### src/rtl/i2c_lcd_init_seq.sv
// i2c_lcd_init_seq: drives a PCF8574-backpacked HD44780 LCD in 4-bit mode
// through a shared byte-level I2C write master.
//
// After reset the block waits PWRUP_US, then plays the fixed init list.
// After that it accepts user command or character bytes. Each nibble is
// sent as two expander writes: EN=1, then EN=0.
//
// Expander byte format: {nibble, BL=1, EN, RW=0, RS}.
//
// Ports:
//   clk, rst_n              clock, async active-low reset
//   i2c_valid/ready         request handshake to the I2C master
//   i2c_addr, i2c_data      slave address (constant) and expander byte
//   i2c_done, i2c_nack      completion pulse and NACK flag
//   char_valid/ready        user byte handshake
//   char_data, char_rs      user byte; rs=0 command, rs=1 character data
//   init_done, error        init list finished / sticky NACK error
//
// Optional macro LCD_NACK_RETRY_EN: a NACKed byte is re-requested up to
// 3 times. error is raised only on the 4th consecutive NACK.
module i2c_lcd_init_seq #(
    parameter int unsigned CLK_HZ   = 100000000,
    parameter logic [6:0]  I2C_ADDR = 7'h27,
    parameter int unsigned PWRUP_US = 50000,
    parameter int unsigned LONG_US  = 5000,
    parameter int unsigned SHORT_US = 100
) (
    input  logic       clk,
    input  logic       rst_n,
    output logic       i2c_valid,
    input  logic       i2c_ready,
    output logic [6:0] i2c_addr,
    output logic [7:0] i2c_data,
    input  logic       i2c_done,
    input  logic       i2c_nack,
    input  logic       char_valid,
    output logic       char_ready,
    input  logic [7:0] char_data,
    input  logic       char_rs,
    output logic       init_done,
    output logic       error
);

    localparam int unsigned PRESC =
        (CLK_HZ / 1000000 > 0) ? CLK_HZ / 1000000 : 1;
    localparam int PW = (PRESC > 1) ? $clog2(PRESC) : 1;
    localparam logic [16:0] PWRUP_T = 17'(PWRUP_US);
    localparam logic [16:0] LONG_T  = 17'(LONG_US);
    localparam logic [16:0] SHORT_T = 17'(SHORT_US);

    typedef enum logic [2:0] {
        PWRUP,
        NIB_EN1,
        WAIT_DONE,
        NIB_EN0,
        DELAY,
        IDLE,
        ERROR
    } state_t;

    state_t        state;
    logic [PW-1:0] presc;
    logic [16:0]   dly_cnt;
    logic [2:0]    item;
    logic [7:0]    cur_byte;
    logic          cur_rs;
    logic          nib_only;
    logic          lo_phase;
    logic          en_phase;
    logic          long_dly;
    logic          user_mode;
`ifdef LCD_NACK_RETRY_EN
    logic [1:0]    retry_cnt;
`endif

    logic          tick;
    logic          dly_end;
    logic [16:0]   dly_tgt;
    logic [17:0]   dly_nxt;
    logic [3:0]    cur_nib;
    logic [2:0]    item_nxt;
    logic [7:0]    byte_nxt;
    logic          user_long;

    // Init list; items 0..3 are single nibbles taken from the high half.
    function automatic logic [7:0] init_byte(input logic [2:0] idx);
        logic [7:0] b;
        unique case (idx)
            3'd0, 3'd1, 3'd2: b = 8'h30;
            3'd3:             b = 8'h20;
            3'd4:             b = 8'h28;
            3'd5:             b = 8'h0C;
            3'd6:             b = 8'h01;
            default:          b = 8'h06;
        endcase
        return b;
    endfunction

    function automatic logic [7:0] pack_byte(
        input logic [3:0] nib,
        input logic       en,
        input logic       rs
    );
        return {nib, 1'b1, en, 1'b0, rs};
    endfunction

    assign i2c_addr  = I2C_ADDR;
    assign tick      = (presc == PW'(PRESC - 1));
    assign dly_tgt   = (state == PWRUP) ? PWRUP_T
                     : (long_dly ? LONG_T : SHORT_T);
    assign dly_nxt   = {1'b0, dly_cnt} + 18'd1;
    // The delay ends on the tick that completes the N-th microsecond.
    assign dly_end   = tick && (dly_nxt >= {1'b0, dly_tgt});
    assign cur_nib   = lo_phase ? cur_byte[3:0] : cur_byte[7:4];
    assign item_nxt  = (state == PWRUP) ? 3'd0 : item + 3'd1;
    assign byte_nxt  = init_byte(item_nxt);
    assign user_long = !char_rs &&
                       (char_data inside {8'h01, 8'h02, 8'h03});

    always_ff @(posedge clk or negedge rst_n) begin
        if (!rst_n) begin
            state      <= PWRUP;
            presc      <= '0;
            dly_cnt    <= '0;
            item       <= '0;
            cur_byte   <= '0;
            cur_rs     <= 1'b0;
            nib_only   <= 1'b0;
            lo_phase   <= 1'b0;
            en_phase   <= 1'b0;
            long_dly   <= 1'b0;
            user_mode  <= 1'b0;
            i2c_valid  <= 1'b0;
            i2c_data   <= 8'h00;
            char_ready <= 1'b0;
            init_done  <= 1'b0;
            error      <= 1'b0;
`ifdef LCD_NACK_RETRY_EN
            retry_cnt  <= '0;
`endif
        end else begin
            // The microsecond prescaler only runs while a delay is active,
            // so every delay starts from a fresh tick phase.
            if (state == PWRUP || state == DELAY) begin
                presc <= tick ? '0 : presc + PW'(1);
                if (tick) begin
                    dly_cnt <= dly_end ? '0 : dly_nxt[16:0];
                end
            end else begin
                presc   <= '0;
                dly_cnt <= '0;
            end

            unique case (state)
                PWRUP, DELAY: begin
                    if (dly_end) begin
                        if (state == DELAY &&
                            (user_mode || item == 3'd7)) begin
                            state      <= IDLE;
                            user_mode  <= 1'b0;
                            init_done  <= 1'b1;
                            char_ready <= 1'b1;
                        end else begin
                            item      <= item_nxt;
                            cur_byte  <= byte_nxt;
                            cur_rs    <= 1'b0;
                            nib_only  <= !item_nxt[2];
                            long_dly  <= (item_nxt == 3'd0) ||
                                         (item_nxt == 3'd6);
                            lo_phase  <= 1'b0;
                            i2c_valid <= 1'b1;
                            i2c_data  <= pack_byte(byte_nxt[7:4],
                                                   1'b1, 1'b0);
                            state     <= NIB_EN1;
                        end
                    end
                end

                NIB_EN1: begin
                    if (i2c_ready) begin
                        i2c_valid <= 1'b0;
                        en_phase  <= 1'b1;
                        state     <= WAIT_DONE;
                    end
                end

                NIB_EN0: begin
                    if (i2c_ready) begin
                        i2c_valid <= 1'b0;
                        en_phase  <= 1'b0;
                        state     <= WAIT_DONE;
                    end
                end

                WAIT_DONE: begin
                    if (i2c_done && i2c_nack) begin
`ifdef LCD_NACK_RETRY_EN
                        // i2c_data still holds the NACKed byte.
                        if (retry_cnt != 2'd3) begin
                            retry_cnt <= retry_cnt + 2'd1;
                            i2c_valid <= 1'b1;
                            state     <= en_phase ? NIB_EN1 : NIB_EN0;
                        end else begin
                            error <= 1'b1;
                            state <= ERROR;
                        end
`else
                        error <= 1'b1;
                        state <= ERROR;
`endif
                    end else if (i2c_done) begin
`ifdef LCD_NACK_RETRY_EN
                        retry_cnt <= '0;
`endif
                        if (en_phase) begin
                            i2c_valid <= 1'b1;
                            i2c_data  <= pack_byte(cur_nib, 1'b0, cur_rs);
                            state     <= NIB_EN0;
                        end else if (!nib_only && !lo_phase) begin
                            lo_phase  <= 1'b1;
                            i2c_valid <= 1'b1;
                            i2c_data  <= pack_byte(cur_byte[3:0],
                                                   1'b1, cur_rs);
                            state     <= NIB_EN1;
                        end else begin
                            state <= DELAY;
                        end
                    end
                end

                IDLE: begin
                    if (char_valid && char_ready) begin
                        char_ready <= 1'b0;
                        cur_byte   <= char_data;
                        cur_rs     <= char_rs;
                        nib_only   <= 1'b0;
                        lo_phase   <= 1'b0;
                        long_dly   <= user_long;
                        user_mode  <= 1'b1;
                        i2c_valid  <= 1'b1;
                        i2c_data   <= pack_byte(char_data[7:4],
                                                1'b1, char_rs);
                        state      <= NIB_EN1;
                    end
                end

                ERROR: begin
                    i2c_valid  <= 1'b0;
                    char_ready <= 1'b0;
                end

                default: begin
                    state <= ERROR;
                end
            endcase
        end
    end

endmodule
### config.mk
export PLATFORM = sky130hd
export DESIGN_NAME = i2c_lcd_init_seq
export DESIGN_NICKNAME = d
export VERILOG_FILES = /design/src/rtl/i2c_lcd_init_seq.sv
export SDC_FILE = /design/constraint.sdc
export NUM_CORES = 1
export LEC_CHECK = 0
export ABC_AREA = 1
export ABC_CLOCK_PERIOD_IN_PS = 8500
export CAP_MARGIN = 20
export CORE_MARGIN = 2
export CORE_UTILIZATION = 45
export DETAILED_ROUTE_END_ITERATION = 6
export PLACE_DENSITY = 0.65
export SLEW_MARGIN = 5
export SYNTH_ARGS = -nofsm -noshare
export SYNTH_HDL_FRONTEND = slang
export SYNTH_SLANG_ARGS = --single-unit
### constraint.sdc
create_clock -name clk -period 8.5 [get_ports clk]
set_input_delay 0.85 -clock clk [delete_from_list [all_inputs] [get_ports clk]]
set_output_delay 0.85 -clock clk [all_outputs]
set_load 0.005 [all_outputs]
==> results.ini <==
[status]
outcome=finished clean

[timing]
finalCriticalPeriod_ns=3.39
finalMaxSlewViolations=0
skew_ns=0.0124
setup_viol=0
finalHoldViolations=0
fmax_mhz=295
timing.final.ws_setup_ns=5.11
setup_tns_ns=0
period_share=0.399
rsz0062_at_grt=no
max_slew_margin=0.373
worst_slew_pin_slew_ns=0.937

[die]
fp.dieW_um=93.2
die_height_um=93.2
io-pin-count=34
rows=32
design.core.area_mm2=0.00773
dieArea_mm2=0.00869
start_util=0.463

[worst_setup_path]
cp-end-kind=flip-flop
worstReg2RegEnd=long_dly$_DFFE_PN0P_
crit_path_start=state[0]$_DFFE_PN0P_
crit_cells=16
cp_max_fo=22
r2r_cells=16
worst-path-buf-inv=3
crit_chain=nor2_2 -> inv_1 -> nor2_1 -> inv_1 -> nand2_1 -> inv_1 -> ha_1 -> nand3_1 -> nor4_1 -> a21oi_2 -> nand2_2 -> nand2_4 -> nand2_8 -> nand3_4 -> nand2_1 -> o21ai_2
crit_arrival_ns=3.59
critPathMaxStageDelay_ns=0.47
crit_type=reg -> reg
cp-endpoint=long_dly$_DFFE_PN0P_
critPathRequiredTime_ns=8.70
reg2reg_slack_ns=5.11
slowest_stage=dfrtp_1
crit_family=simple AND/OR/NAND/NOR gates
crit_top_cell=inv_1
r2r-start=state[0]$_DFFE_PN0P_
startpoint_type=flip-flop

[synth]
synth_top_family_by_area=simple AND/OR/NAND/NOR gates
synthSimpleGateAreaFrac=0.286
synth-seq-cells=55
yosysWarnings=0
synthAdderAreaFrac=0.0559
synth_area_per_cell_um2=7.89
ys_seq_area_frac=0.384
ys_types=42
synthCells=454
yosysTopAreaCell=dfrtp_1
synth_compound_area_frac=0.146
synth_flop_cell=dfrtp_1
synth_area_leaders=dfrtp_1, nand2_1, inv_1
async_flop_share=1.00
synth.area.mux_share=0.00280
yosys.area.top_type_share=0.384
synth_edf_count=0
synth_xor_xnor_area_share=0.0245
syn_area_mm2=0.00358

[place]
numPortBuffers=25
preCtsSetupSlack_ns=5.12
place_congestion=0.881
hpwl_um=5700

[job]
max_cap_viol_count=0

[clock_tree]
cts_tree=yes
clockBufferDepth=2
cts-resized-gates=0
clk_latency_ns=0.32
ctsHoldBuffers=0
clk_pin_slew_ns=0.11
numClockSinks=55
h-tree-depth=2
cts_inserted_buffers=5
cts_setup_buffers=0
cts_root_buffer=clkbuf_8

[detailed_routing]
drt-pass1-iter-count=4
drt_wl_total_um=7510
avgViaCountPerCell=5.21
detail_route.wl_per_cell_um=12.9
drc=0
vias=3024
drtIter0Drc=136
postRouteAntennaNets=0

[layout]
final_layout_size_suffix_gt1_frac=0.134
diodes=0
syn_to_final_growth_pct=10.7
fin_nets=508

[hold_path]
holdPathStages=1
hold_path.startpoint=presc[0]$_DFF_PN0_
min_path_type=reg -> reg

[grt]
grt_use_met2=0.328
top_usage_layer=met2
met1_usage=0.240
antenna_found_initial=0
grt_pass1_wl_um=13300
grt_max_degree=56
globalRouteTotalUtil=0.189
grt_util_met3=0.0346
grt_pass1_vias=2942
grt_overflow=0

[power_and_ir_drop]
ir_drop_mv=0.0653
leakage_nw=1.87
powerDensity_mw_per_mm2=111

sequential cells by signal (all words and copies together) (netlist names), 3 cells and up:
register,flops
item,3
dly_cnt,17
cur_byte,8
state,3
i2c_data,7
presc,7
per-layer routing:
metal,vias up,share of wire
met2,69,0.47
li1,1509,-
met1,1432,0.47
met5,-,0
met4,0,0.017
met3,14,0.034
final cells by class:
cell class                      count  area, um^2
Fill cell                         761        3760
Multi-Input combinational cell    327        1870
Tap cell                          102         128
Clock buffer                        5        68.8
Timing Repair Buffer               27         260
Clock inverter                      3        28.8
Sequential cell                    55        1380
Inverter                           61         229
cells in the final DEF, fill, tap and decap left out, drive strengths merged, types with 4 or more instances in the layout:
master,n
clkdlybuf4s50,24
nand4,5
o21ai,52
xnor2,4
o22ai,4
a21oi,17
xor2,6
nand2,107
clkbuf,5
ha,16
inv,64
nor4,5
nor3,8
conb,8
nor2,54
dfrtp,55
nand3,28
per-stage QoR:
step	power [mW]	utilization	hold WS (ns)	area [um^2]	cells
2_1_floorplan	0.271	-	0.433	3600	460
5_1_grt	0.454	0.513	0.500	3960	580
4_1_cts	0.446	0.513	0.472	3960	580
3_3_place_gp	0.283	0.500	0.451	3870	572
3_5_place_dp	0.283	0.500	0.456	3870	572
6_report	0.439	0.513	0.471	3960	580
kinds of logic after synthesis:
group,Yosys count
flip-flops,55
AO/OA/AOI/OAI,84
buffers and inverters,78
XOR/XNOR,10
other,2
multiplexers,1
adder cells (fa/ha/maj),16
AND/OR/NAND/NOR,208
synth_stat cells (8+ instances only):
master and number:
nor3_1 8, o21ai_2 16, nor2_1 46, nand2_2 14, dfrtp_1 55, o21ai_0 32, inv_1 59, a21oi_1 16
nand2_1 91, ha_1 16, buf_4 8, nand3_1 21
how the worst min path moves through the flow:
stage,endpoint,slack (ns)
3_3_place_gp,i2c_data[3]$_DFFE_PN0P_,0.45
5_1_grt,presc[0]$_DFF_PN0_,0.50
3_5_place_dp,presc[0]$_DFF_PN0_,0.46
4_1_cts,presc[0]$_DFF_PN0_,0.47
2_1_floorplan,presc[0]$_DFF_PN0_,0.43
6_report,presc[0]$_DFF_PN0_,0.47
power by group:
group	total [mW]	leakage [nW]	internal, mW	switching (mW)
Sequential	0.262	0.732	0.262	0.000125
Clock	0.162	0.0511	0.0626	0.0993
Combinational	0.0151	1.09	0.00661	0.00846
Total	0.439	1.87	0.331	0.108
No activity file was read; power rests on OpenSTA's default activity.
